**config.mk**
```make
export PLATFORM = sky130hd
export DESIGN_NAME = rgb_status_leds
export DESIGN_NICKNAME = d
export VERILOG_FILES = /design/src/rtl/rgb_leds_pkg.sv /design/src/rtl/rgb_pwm_timebase.sv /design/src/rtl/rgb_status_leds.sv
export SDC_FILE = /design/constraint.sdc
export NUM_CORES = 1
export LEC_CHECK = 0
export ABC_AREA = 0
export CAP_MARGIN = 20
export CORE_AREA = 10 10 105 107
export DETAILED_ROUTE_END_ITERATION = 10
export DIE_AREA = 0 0 115 117
export DONT_BUFFER_PORTS = 1
export SYNTH_ARGS = -nofsm -noshare
export SYNTH_HDL_FRONTEND = slang
export SYNTH_SLANG_ARGS = --single-unit
export TNS_END_PERCENT = 30
```
**constraint.sdc**
```tcl
create_clock -name CLK -period 3.2 [get_ports CLK]
set_input_delay 0.16 -clock CLK [delete_from_list [all_inputs] [get_ports CLK]]
set_output_delay 0.16 -clock CLK [all_outputs]
set_load 0.01 [all_outputs]
```
**src/rtl/rgb_leds_pkg.sv**
```systemverilog
// Shared types and constants for the RGB status-LED bank.
// The optional breathe ramp is enabled by defining RGB_LEDS_BREATHE_EN.
package rgb_leds_pkg;

  typedef enum logic [1:0] {
    MODE_OFF     = 2'd0,
    MODE_ON      = 2'd1,
    MODE_BLINK   = 2'd2,
    MODE_BREATHE = 2'd3
  } led_mode_t;

  // Colour bits are {B,G,R}
  localparam logic [2:0] COLOR_BLACK   = 3'b000;
  localparam logic [2:0] COLOR_RED     = 3'b001;
  localparam logic [2:0] COLOR_GREEN   = 3'b010;
  localparam logic [2:0] COLOR_YELLOW  = 3'b011;
  localparam logic [2:0] COLOR_BLUE    = 3'b100;
  localparam logic [2:0] COLOR_MAGENTA = 3'b101;
  localparam logic [2:0] COLOR_CYAN    = 3'b110;
  localparam logic [2:0] COLOR_WHITE   = 3'b111;

  typedef struct packed {
    logic [2:0] color;
    led_mode_t  mode;
  } led_cfg_t;

endpackage

```
**src/rtl/rgb_pwm_timebase.sv**
```systemverilog
// Shared PWM counter, blink prescaler/phase and, with RGB_LEDS_BREATHE_EN defined,
// the triangle breathe level used by every LED in the bank.
module rgb_pwm_timebase
  import rgb_leds_pkg::*;
#(
  parameter int PWM_BITS  = 4,
  parameter int BLINK_DIV = 50000000
) (
  input  logic                clk,
  input  logic                rst,
  output logic [PWM_BITS-1:0] pwm_cnt,
  output logic                blink_phase
`ifdef RGB_LEDS_BREATHE_EN
  ,
  output logic [PWM_BITS-1:0] level
`endif
);

  localparam int PS_W = (BLINK_DIV > 1) ? $clog2(BLINK_DIV) : 1;
  localparam logic [PWM_BITS-1:0] PWM_LAST = PWM_BITS'((1 << PWM_BITS) - 2);
  localparam logic [PS_W-1:0]     PS_LAST  = PS_W'(BLINK_DIV - 1);

  logic [PS_W-1:0] prescaler;
  logic            tick;

  assign tick = (prescaler == PS_LAST);

  // PWM period is one short of 2^PWM_BITS so full brightness stays lit every clock
  always_ff @(posedge clk) begin
    if (rst) begin
      pwm_cnt     <= '0;
      prescaler   <= '0;
      blink_phase <= 1'b1;
    end else begin
      pwm_cnt   <= (pwm_cnt == PWM_LAST) ? '0 : pwm_cnt + 1'b1;
      prescaler <= tick ? '0 : prescaler + 1'b1;
      if (tick) begin
        blink_phase <= ~blink_phase;
      end
    end
  end

`ifdef RGB_LEDS_BREATHE_EN
  logic dir_down;

  // Each extreme is held for one step while the direction flips
  always_ff @(posedge clk) begin
    if (rst) begin
      level    <= '0;
      dir_down <= 1'b0;
    end else if (tick) begin
      if (!dir_down) begin
        if (level == '1) begin
          dir_down <= 1'b1;
        end else begin
          level <= level + 1'b1;
        end
      end else begin
        if (level == '0) begin
          dir_down <= 1'b0;
        end else begin
          level <= level - 1'b1;
        end
      end
    end
  end
`endif

endmodule

```
**src/rtl/rgb_status_leds.sv**
```systemverilog
// RGB status-LED bank: per-LED colour/mode config with global PWM dimming and blink/breathe.
// Define RGB_LEDS_BREATHE_EN for the breathe ramp; otherwise BREATHE behaves as ON.
module rgb_status_leds
  import rgb_leds_pkg::*;
#(
  parameter int N_LEDS    = 8,
  parameter int PWM_BITS  = 4,
  parameter int BLINK_DIV = 50000000,
  parameter int IDX_W     = (N_LEDS > 1) ? $clog2(N_LEDS) : 1
) (
  input  logic                CLK,
  input  logic                RST,
  input  logic                WR_EN,
  input  logic [IDX_W-1:0]    WR_IDX,
  input  logic [2:0]          WR_COLOR,
  input  logic [1:0]          WR_MODE,
  input  logic [PWM_BITS-1:0] BRIGHT,
  output logic [N_LEDS-1:0]   LED_R,
  output logic [N_LEDS-1:0]   LED_G,
  output logic [N_LEDS-1:0]   LED_B
);

  led_cfg_t            cfg [N_LEDS];
  logic [PWM_BITS-1:0] pwm_cnt;
  logic                blink_phase;
  logic                pwm_on;
  logic                breathe_on;
  logic [N_LEDS-1:0]   lit;

`ifdef RGB_LEDS_BREATHE_EN
  logic [PWM_BITS-1:0] level;
  logic [PWM_BITS-1:0] breathe_duty;

  rgb_pwm_timebase #(
    .PWM_BITS  (PWM_BITS),
    .BLINK_DIV (BLINK_DIV)
  ) u_timebase (
    .clk         (CLK),
    .rst         (RST),
    .pwm_cnt     (pwm_cnt),
    .blink_phase (blink_phase),
    .level       (level)
  );

  assign breathe_duty = (level < BRIGHT) ? level : BRIGHT;
  assign breathe_on   = (pwm_cnt < breathe_duty);
`else
  rgb_pwm_timebase #(
    .PWM_BITS  (PWM_BITS),
    .BLINK_DIV (BLINK_DIV)
  ) u_timebase (
    .clk         (CLK),
    .rst         (RST),
    .pwm_cnt     (pwm_cnt),
    .blink_phase (blink_phase)
  );

  assign breathe_on = pwm_on;
`endif

  assign pwm_on = (pwm_cnt < BRIGHT);

  // Out-of-range indices match no LED, so such writes fall through untouched
  always_ff @(posedge CLK) begin
    if (RST) begin
      for (int i = 0; i < N_LEDS; i++) begin
        cfg[i] <= '0;
      end
    end else begin
      for (int i = 0; i < N_LEDS; i++) begin
        if (WR_EN && (32'(WR_IDX) == i)) begin
          cfg[i] <= '{color: WR_COLOR, mode: led_mode_t'(WR_MODE)};
        end
      end
    end
  end

  always_comb begin
    for (int i = 0; i < N_LEDS; i++) begin
      lit[i] = 1'b0;
      case (cfg[i].mode)
        MODE_OFF:     lit[i] = 1'b0;
        MODE_ON:      lit[i] = pwm_on;
        MODE_BLINK:   lit[i] = pwm_on & blink_phase;
        MODE_BREATHE: lit[i] = breathe_on;
        default:      lit[i] = 1'b0;
      endcase
    end
  end

  always_ff @(posedge CLK) begin
    if (RST) begin
      LED_R <= '0;
      LED_G <= '0;
      LED_B <= '0;
    end else begin
      for (int i = 0; i < N_LEDS; i++) begin
        LED_R[i] <= lit[i] & cfg[i].color[0];
        LED_G[i] <= lit[i] & cfg[i].color[1];
        LED_B[i] <= lit[i] & cfg[i].color[2];
      end
    end
  end

endmodule

```
==> reports/metrics.csv, run 1 <==
stage;metric;value;unit
timing;fin_crit_sh;0.547;
synth;yosysTopAreaCell;edfxtp_1;
global_routing;grt_max_degree;28;
timing;hold_violations;0;
synth;ys_warn_count;0;
synth;synth_most_common_cell;dfxtp_1;
final_layout;drive_gt1_frac;0.139;
cts;cts_buffers;9;
routing;wl;7.31;mm
cts;postCtsSetupBuffers;0;
routing;drt_iter0_markers;96;
floorplanning;num_io_pins;39;
cts;clkTransAtPathRegs;100;ps
timing;rsz0062_at_grt;false;
routing;drt_first_pass_iters;4;
cts;clk_path_buf_depth;2;
setup_path;arrival;2040;ps
power_and_ir_drop;peakVddDrop;0.267;mV
power_and_ir_drop;p_leak;1.49;nW
synth;netlist.area_leader.share;0.307;
global_routing;antenna_found_initial;0;
synth;synth.cell_area;0.00391;mm²
global_routing;grt_pass1_wl;11.9;mm
final_layout;final_cell_area;0.00418;mm²
setup_path;worstPathCellList;ha_1 > and3_2 > nand4_2 > or4_1 > a21oi_1;
synth;async_reset_ff_frac;0;
final_layout;area.growth.synth_to_final;7.08;%
setup_path;slowest_stage;or4_1;
place;placed_area;0.00397;mm²
setup_path;crit_path_end_kind;register;
min_path;hp-class;primary input to register;
floorplanning;die_area;0.0135;mm²
job;drv_cap;0;
timing;setup_violations;0;
synth;synth_edf_count;40;
global_routing;overflow;0;
routing;via_count;2574;
synth;synth.avg_cell_area;10.7;µm²
place;routabilityCongestion;0.745;
global_routing;grtUsageTotal;0.111;
routing;wl_per_cell;15.3;µm
final_layout;final_nets;383;
timing;timing.setup.tns;0;ps
synth;ys.flop_type;dfxtp_1;
setup_path;critPathMaxFanout;5;
floorplanning;die_h;117;µm
synth;synth_seq_cells;95;
synth;ys_types;42;
synth;ys_seq_area_frac;0.589;
timing;fin_skew;12.3;ps
setup_path;crit_path_start_kind;register;
place;dpl.hpwl;5.28;mm
routing;ant_nets;0;
cts;ctsRootBufferMaster;clkbuf_8;
cts;ctsHtreeMaxLevel;3;
timing;relSlewSlack;0.489;
timing;drv_slew;0;
global_routing;grt_pass1_vias;2448;
timing;max_freq;572;MHz
setup_path;required;3490;ps
cts;tritoncts;yes;
cts;cts-resized-gates;0;
final_layout;diodes;0;
floorplanning;core_area;0.00902;mm²
run_status;status;finished, final reports clean;
cts;cts_sinks;95;
synth;synthTopCellsByArea;edfxtp_1, dfxtp_1, a21oi_1, or4b_2, nor2_1;
floorplanning;num_rows;35;
setup_path;max_stage_delay;530;ps
routing;drc;0;
final_layout;layout.cells.non_filler;478;
timing;tightest_slew;765;ps
setup_path;path_class;register to register;
cts;cts_hold_buffers;1;
timing;finalCriticalPeriod;1750;ps
power_and_ir_drop;power_density;547;mW/mm²
synth;yosys-top-cells-count;dfxtp_1, a21oi_1, nor2_1;
floorplanning;initial_utilization;0.433;
floorplanning;die_w;115;µm
synth;syn-num-nets;387;
cts;clkLatencyLatePin;360;ps
final_layout;fin_util;0.464;
synth;syn_inst;366;
routing;vias_per_cell;5.38;
place;numPortBuffers;0;
place;place_inst;461;
-- metrics by stage --
| stage | worst slack [ps] | power [mW] | hold WS [ps] |
|---|---|---|---|
| floorplan | 1580 | 1.48 | 426 |
| global placement | 1480 | 1.51 | 237 |
| detailed placement | 1440 | 1.51 | 240 |
| CTS | 1430 | 2.31 | 129 |
| global route | 1280 | 2.39 | 142 |
| finish | 1450 | 2.29 | 149 |
-- kinds of logic after synthesis --
family / synth area share
AND/OR/NAND/NOR: 0.238
flip-flops: 0.589
AO/OA/AOI/OAI: 0.0948
buffers and inverters: 0.0336
XOR/XNOR: 0.0224
adder cells (fa/ha/maj): 0.0192
multiplexers: 0.00256
-- final cells by class --
cell class              count  area, µm²
clock inverters             7       78.8
repair buffers              2       17.5
fillers                   848       4840
clock buffers               9        124
well taps                 111        139
multi-input cells         241       1470
flip-flops and latches     95       2300
inverters                  13       48.8
-- placed cells by master, fill, tap and decap left out, types with 2 or more instances in the layout --
master and count:
and4_1 3, and2_1 3, or4_1 2, xor2_1 7
ha_1 6, nand3_1 13, o21ai_0 13, a21oi_1 48
nand4b_1 2, clkinvlp_4 2, nand2_1 25, o31ai_1 3
a21o_1 2, nand4_1 7, dfxtp_1 55, inv_1 13
or3_1 11, and3_1 4, nand4_2 2, clkbuf_8 9
or4b_2 24, nor2_1 46, edfxtp_1 40, nor2b_1 2
xnor2_1 3
-- critical path, delay by kind of cell (launching register included) --
| family | cells | cell delay, ps |
|---|---|---|
| adder cells (fa/ha/maj) | 1 | 220 |
| AND/OR/NAND/NOR | 3 | 960 |
| AO/OA/AOI/OAI | 1 | 140 |
| flip-flops | 1 | 370 |
-- where the power goes --
group | switching, mW | internal [mW]
clock network | 0.435 | 0.369
registers | 0.0339 | 1.33
logic | 0.0789 | 0.0448
-- per-layer routing --
metal | share of wire | global-route usage | vias up
met5 | 0 | 0 | -
met4 | 0.013 | 0.0421 | 0
met3 | 0.068 | 0.0418 | 10
met2 | 0.45 | 0.178 | 44
met1 | 0.46 | 0.134 | 1204
li1 | - | - | 1316
-- registers in the layout (all words and copies together) (netlist names) --
| signal | flops |
|---|---|
| LED_B | 8 |
| u_timebase.pwm_cnt | 4 |
| u_timebase.blink_phase | 1 |
| u_timebase.prescaler | 26 |
| LED_R | 8 |
| LED_G | 8 |
| cfg | 40 |
-- worst paths after layout --
kind,start,to,slack (ps),depth (start not counted)
hold / removal,RST,cfg[1][17]$_DFFE_PP_,150,1
setup / recovery,u_timebase.prescaler[0]$_SDFF_PP0_,u_timebase.prescaler[24]$_SDFF_PP0_,1450,5
hold reg to reg,u_timebase.prescaler[0]$_SDFF_PP0_,u_timebase.prescaler[0]$_SDFF_PP0_,460,1
setup reg to reg,u_timebase.prescaler[0]$_SDFF_PP0_,u_timebase.prescaler[24]$_SDFF_PP0_,1450,5
Note: power is estimated with default switching activity, not from simulation.
==> run 2, diff against run 1 <==
==> constraint.sdc (replaced) <==
create_clock -name CLK -period 1.4 [get_ports CLK]
set_input_delay 0.07 -clock CLK [delete_from_list [all_inputs] [get_ports CLK]]
set_output_delay 0.07 -clock CLK [all_outputs]
set_load 0.01 [all_outputs]
==> reports/metrics.csv, run 2 (same netlist as run 1, synthesis figures left out) <==
stage;metric;value;unit
min_path;hp-class;primary input to register;
power_and_ir_drop;peakVddDrop;0.503;mV
timing;rsz0062_at_grt;true;
routing;drt_iter0_markers;103;
global_routing;grt_pass1_vias;2743;
routing;drt_first_pass_iters;4;
min_path;hold_depth;1;
floorplanning;num_rows;35;
setup_path;reg2reg_to;u_timebase.prescaler[16]$_SDFF_PP0_;
final_layout;mostFrequentLayoutCells;nor2_1, buf_4, dfxtp_1;
routing;ant_nets;0;
timing;setup_ws;-128;ps
final_layout;reg_top3;cfg (40), u_timebase.prescaler (26);
setup_path;required;1710;ps
final_layout;area.growth.synth_to_final;23.7;%
routing;via_count;2762;
setup_path;crit_path_end_kind;register;
timing;finalCriticalPeriod;1530;ps
power_and_ir_drop;seq_power_share;0.587;
timing;fin_skew;16.1;ps
cts;tritoncts;yes;
power_and_ir_drop;clockPowerShare;0.337;
floorplanning;die_area;0.0135;mm²
place;numPortBuffers;0;
timing;tightest_slew;949;ps
timing;setup_violations;31;
floorplanning;initial_utilization;0.433;
power_and_ir_drop;p_leak;1.80;nW
power_and_ir_drop;swShare;0.261;
min_path;hp-start;RST;
run_status;violations;negative setup slack;
power_and_ir_drop;switchingPower;1.38;mW
place;dpl.hpwl;5.66;mm
final_layout;top_register;cfg;
power_and_ir_drop;p_int;3.91;mW
cts;clk_path_buf_depth;2;
timing;max_freq;654;MHz
routing;vias_per_cell;5.27;
setup_path;arrival;1840;ps
cts;ctsHtreeMaxLevel;3;
routing;drc;0;
cts;cts_sinks;95;
global_routing;overflow;0;
cts;clkLatencyLatePin;360;ps
final_layout;fin_util;0.536;
setup_path;r2r_slack;-130;ps
timing;drv_slew;0;
setup_path;reg2regPathDepth;5;
final_layout;largest_register_ffs;40;
global_routing;grtUsageTotal;0.120;
global_routing;grt_pass1_wl;13.1;mm
setup_path;critPathMaxFanout;6;
cts;cts_buffers;9;
routing;wl;7.89;mm
final_layout;final_nets;429;
routing;wl_per_cell;15.1;µm
place;routabilityCongestion;0.744;
final_layout;diodes;0;
setup_path;crit_path_start_kind;register;
final_layout;final_cell_area;0.00483;mm²
floorplanning;die_h;117;µm
timing;hold_violations;0;
job;drv_cap;0;
timing;relSlewSlack;0.367;
floorplanning;core_area;0.00902;mm²
timing;timing.setup.tns;-1410;ps
global_routing;grt_max_degree;28;
setup_path;path_class;register to register;
run_status;status;complete, but fails checks;
floorplanning;num_io_pins;39;
timing;fin_crit_sh;1.09;
final_layout;final_common_cell;nor2_1;
power_and_ir_drop;power_density;1100;mW/mm²
setup_path;r2r_start;u_timebase.prescaler[1]$_SDFF_PP0_;
min_path;whs_endpoint;cfg[1][18]$_DFFE_PP_;
floorplanning;die_w;115;µm
final_layout;drive_gt1_frac;0.349;
power_and_ir_drop;comb_power_share;0.076;
cts;ctsRootBufferMaster;clkbuf_8;
global_routing;antenna_found_initial;0;
place;placed_area;0.00435;mm²
cts;clkTransAtPathRegs;110;ps
-- run 2: cell types whose count changed in the layout (fill, tap and decap cells not counted), sizes merged --
cell          previous run  this run
dlygate4sd3              1         0
bufinv                   1         0
clkinv                   2         3
clkinvlp                 2         0
dlymetal6s4s             0         1
buf                      1        47
inv                     15        17
-- run 2: critical path: stages (launching register included) --
cell and delay [ps]:
dfxtp_4 380, ha_4 140, and4_4 240, nand3_4 100, or4_4 490, a21oi_2 120
-- run 2: how the worst max path moves through the flow --
stage,cells past startpoint,start,slack [ps],endpoint
floorplan,5,u_timebase.prescaler[4]$_SDFF_PP0_,-60,u_timebase.prescaler[25]$_SDFF_PP0_
global placement,4,u_timebase.prescaler[16]$_SDFF_PP0_,-120,u_timebase.prescaler[22]$_SDFF_PP0_
detailed placement,4,u_timebase.prescaler[16]$_SDFF_PP0_,-150,u_timebase.prescaler[24]$_SDFF_PP0_
CTS,5,u_timebase.prescaler[1]$_SDFF_PP0_,-140,u_timebase.prescaler[16]$_SDFF_PP0_
global route,5,u_timebase.prescaler[1]$_SDFF_PP0_,-190,u_timebase.prescaler[16]$_SDFF_PP0_
finish,5,u_timebase.prescaler[1]$_SDFF_PP0_,-130,u_timebase.prescaler[16]$_SDFF_PP0_
-- run 2: cell type report --
class | count | area, µm²
Inverter | 13 | 48.8
Sequential cell | 95 | 2320
Tap cell | 111 | 139
Clock buffer | 9 | 124
Timing Repair Buffer | 48 | 398
Fill cell | 795 | 4190
Clock inverter | 7 | 73.8
Multi-Input combinational cell | 241 | 1730
-- run 2: power groups by stage --
stage,Clock (mW),Combinational (mW),Sequential [mW]
6_report,1.78,0.404,3.11
5_1_grt,1.94,0.453,3.13
4_1_cts,1.82,0.355,3.11
3_5_place_dp,0,0.324,3.18
3_3_place_gp,0,0.313,3.17
2_1_floorplan,0,0.236,3.16
-- run 2: per-layer routing --
metal	GRT usage	wire [µm]	vias up
met2	0.205	3920	38
met5	0	0	-
met4	0.0470	112	0
met1	0.142	3550	1303
li1	-	-	1408
met3	0.0275	313	13
-- run 2: repair_timing --
item,in CTS,in global routing
hold buffers,1,0
hold endpoints to repair,27,0
setup endpoints to repair,50,48
buffers inserted,3,2
gates resized for setup,23,46
pin swaps,7,9
-- run 2: metrics by stage --
stage / total power [mW] / hold slack, ps / instances / setup WS [ps]
3_3_place_gp: 3.49 / 142 / 502 / -119
4_1_cts: 5.29 / 46.7 / 522 / -135
6_report: 5.29 / 53.2 / 524 / -128
2_1_floorplan: 3.40 / 346 / 366 / -55.8
5_1_grt: 5.52 / 52.3 / 524 / -190
3_5_place_dp: 3.50 / 145 / 502 / -153
==> run 3, diff against run 2 <==
==> constraint.sdc (replaced) <==
create_clock -name CLK -period 1.5 [get_ports CLK]
set_input_delay 0.075 -clock CLK [delete_from_list [all_inputs] [get_ports CLK]]
set_output_delay 0.075 -clock CLK [all_outputs]
set_load 0.01 [all_outputs]
==> reports/metrics.csv, run 3 (same netlist as run 1, synthesis figures left out) <==
stage;metric;value;unit
timing;finalCriticalPeriod;1500;ps
cts;cts_buffers;9;
global_routing;antenna_found_initial;0;
final_layout;final_cell_area;0.00452;mm²
final_layout;largest_register_ffs;40;
cts;ctsRootBufferMaster;clkbuf_8;
power_and_ir_drop;swShare;0.254;
min_path;hp-start;RST;
cts;clkTransAtPathRegs;100;ps
final_layout;mostFrequentLayoutCells;dfxtp_1, nor2_1, a21oi_1;
timing;tightest_slew;771;ps
routing;ant_nets;0;
timing;setup_ws;-2.67;ps
run_status;status;complete, but fails checks;
routing;wl;7.80;mm
place;placed_area;0.00425;mm²
power_and_ir_drop;switchingPower;1.22;mW
job;drv_cap;0;
setup_path;arrival;1800;ps
timing;max_freq;665;MHz
final_layout;final_nets;418;
global_routing;grt_max_degree;28;
setup_path;crit_path_start;u_timebase.prescaler[0]$_SDFF_PP0_;
cts;ctsHtreeMaxLevel;3;
global_routing;grt_pass1_vias;2686;
power_and_ir_drop;comb_power_share;0.063;
power_and_ir_drop;p_leak;1.68;nW
power_and_ir_drop;peakVddDrop;0.450;mV
timing;fin_crit_sh;1.00;
timing;fin_skew;10.4;ps
power_and_ir_drop;clockPowerShare;0.332;
min_path;hp-class;primary input to register;
cts;tritoncts;yes;
final_layout;diodes;0;
setup_path;critPathMaxFanout;4;
timing;drv_slew;0;
floorplanning;num_io_pins;39;
place;numPortBuffers;0;
power_and_ir_drop;p_int;3.57;mW
final_layout;reg_top3;cfg (40), u_timebase.prescaler (26);
setup_path;r2r_start;u_timebase.prescaler[0]$_SDFF_PP0_;
floorplanning;die_w;115;µm
cts;clkLatencyLatePin;360;ps
power_and_ir_drop;power_density;1060;mW/mm²
place;dpl.hpwl;5.62;mm
timing;relSlewSlack;0.486;
floorplanning;num_rows;35;
timing;setup_violations;1;
global_routing;overflow;0;
routing;drt_iter0_markers;127;
final_layout;top_register;cfg;
routing;vias_per_cell;5.28;
floorplanning;core_area;0.00902;mm²
global_routing;grtUsageTotal;0.119;
setup_path;crit_path_start_kind;register;
setup_path;path_class;register to register;
routing;wl_per_cell;15.2;µm
place;routabilityCongestion;0.762;
final_layout;drive_gt1_frac;0.259;
floorplanning;initial_utilization;0.433;
setup_path;crit_path_end_kind;register;
routing;via_count;2704;
run_status;violations;negative setup slack;
setup_path;required;1800;ps
routing;drc;0;
floorplanning;die_h;117;µm
timing;rsz0062_at_grt;true;
final_layout;layout.cells.non_filler;512;
global_routing;grt_pass1_wl;12.9;mm
final_layout;area.growth.synth_to_final;15.6;%
setup_path;r2r_slack;-3;ps
floorplanning;die_area;0.0135;mm²
cts;cts_sinks;95;
timing;hold_violations;0;
routing;drt_first_pass_iters;4;
cts;clk_path_buf_depth;2;
power_and_ir_drop;seq_power_share;0.606;
place;place_inst;494;
[run 3: power groups by stage]
stage / clock network (mW) / registers [mW] / logic (mW)
after floorplan: 0 / 2.95 / 0.216
after global placement: 0 / 2.96 / 0.274
after detailed placement: 0 / 2.96 / 0.284
after CTS: 1.61 / 2.91 / 0.300
after global routing: 1.74 / 2.92 / 0.340
final: 1.59 / 2.90 / 0.299
[run 3: path summary, 6_finish.rpt]
kind	to	cells after the start
worst max-delay path	u_timebase.prescaler[16]$_SDFF_PP0_	5
worst min-delay path	u_timebase.blink_phase$_SDFFE_PP1P_	2
worst max register to register	u_timebase.prescaler[16]$_SDFF_PP0_	5
worst min register to register	u_timebase.prescaler[0]$_SDFF_PP0_	1
[run 3: stage by stage]
step                TNS, ps  setup WS, ps  power [mW]   util  hold slack (ps)
finish                -2.67         -2.67        4.79  0.501             75.3
global route          -1880         -93.6        4.99  0.501             91.9
CTS                   -53.4         -19.8        4.81  0.495             74.6
detailed placement    -2210          -112        3.25  0.471              154
global placement      -1140         -81.0        3.23  0.471              151
floorplan             -31.9         -17.8        3.16      -              351
[run 3: timing repair]
| action | in CTS | in global routing |
|---|---|---|
| pin swaps | 4 | 7 |
| resized for setup | 7 | 20 |
| setup endpoints to repair | 46 | 50 |
| hold buffers | 1 | 0 |
| buffers inserted | 1 | 1 |
| hold endpoints to repair | 27 | 0 |
[run 3: routing by layer]
metal / global-route usage / vias up / share of wire
met5: 0 / - / 0
met4: 0.0495 / 0 / 0.012
met3: 0.0285 / 11 / 0.049
met2: 0.201 / 43 / 0.48
met1: 0.143 / 1263 / 0.46
li1: - / 1387 / -
[run 3: area by class of cell]
class,count,area [µm²]
timing repair buffer,37,299
inverter,13,48.8
clock inverter,6,53.8
fill,818,4500
sequential,95,2320
tap,111,139
clock buffer,9,124
multi-input combinational,241,1530
[run 3: critical path, stage by stage, from the launching register on]
cell and delay [ps]:
dfxtp_4 380, ha_4 140, and4_4 220, nand3_2 100, or4_1 480, a21oi_1 130
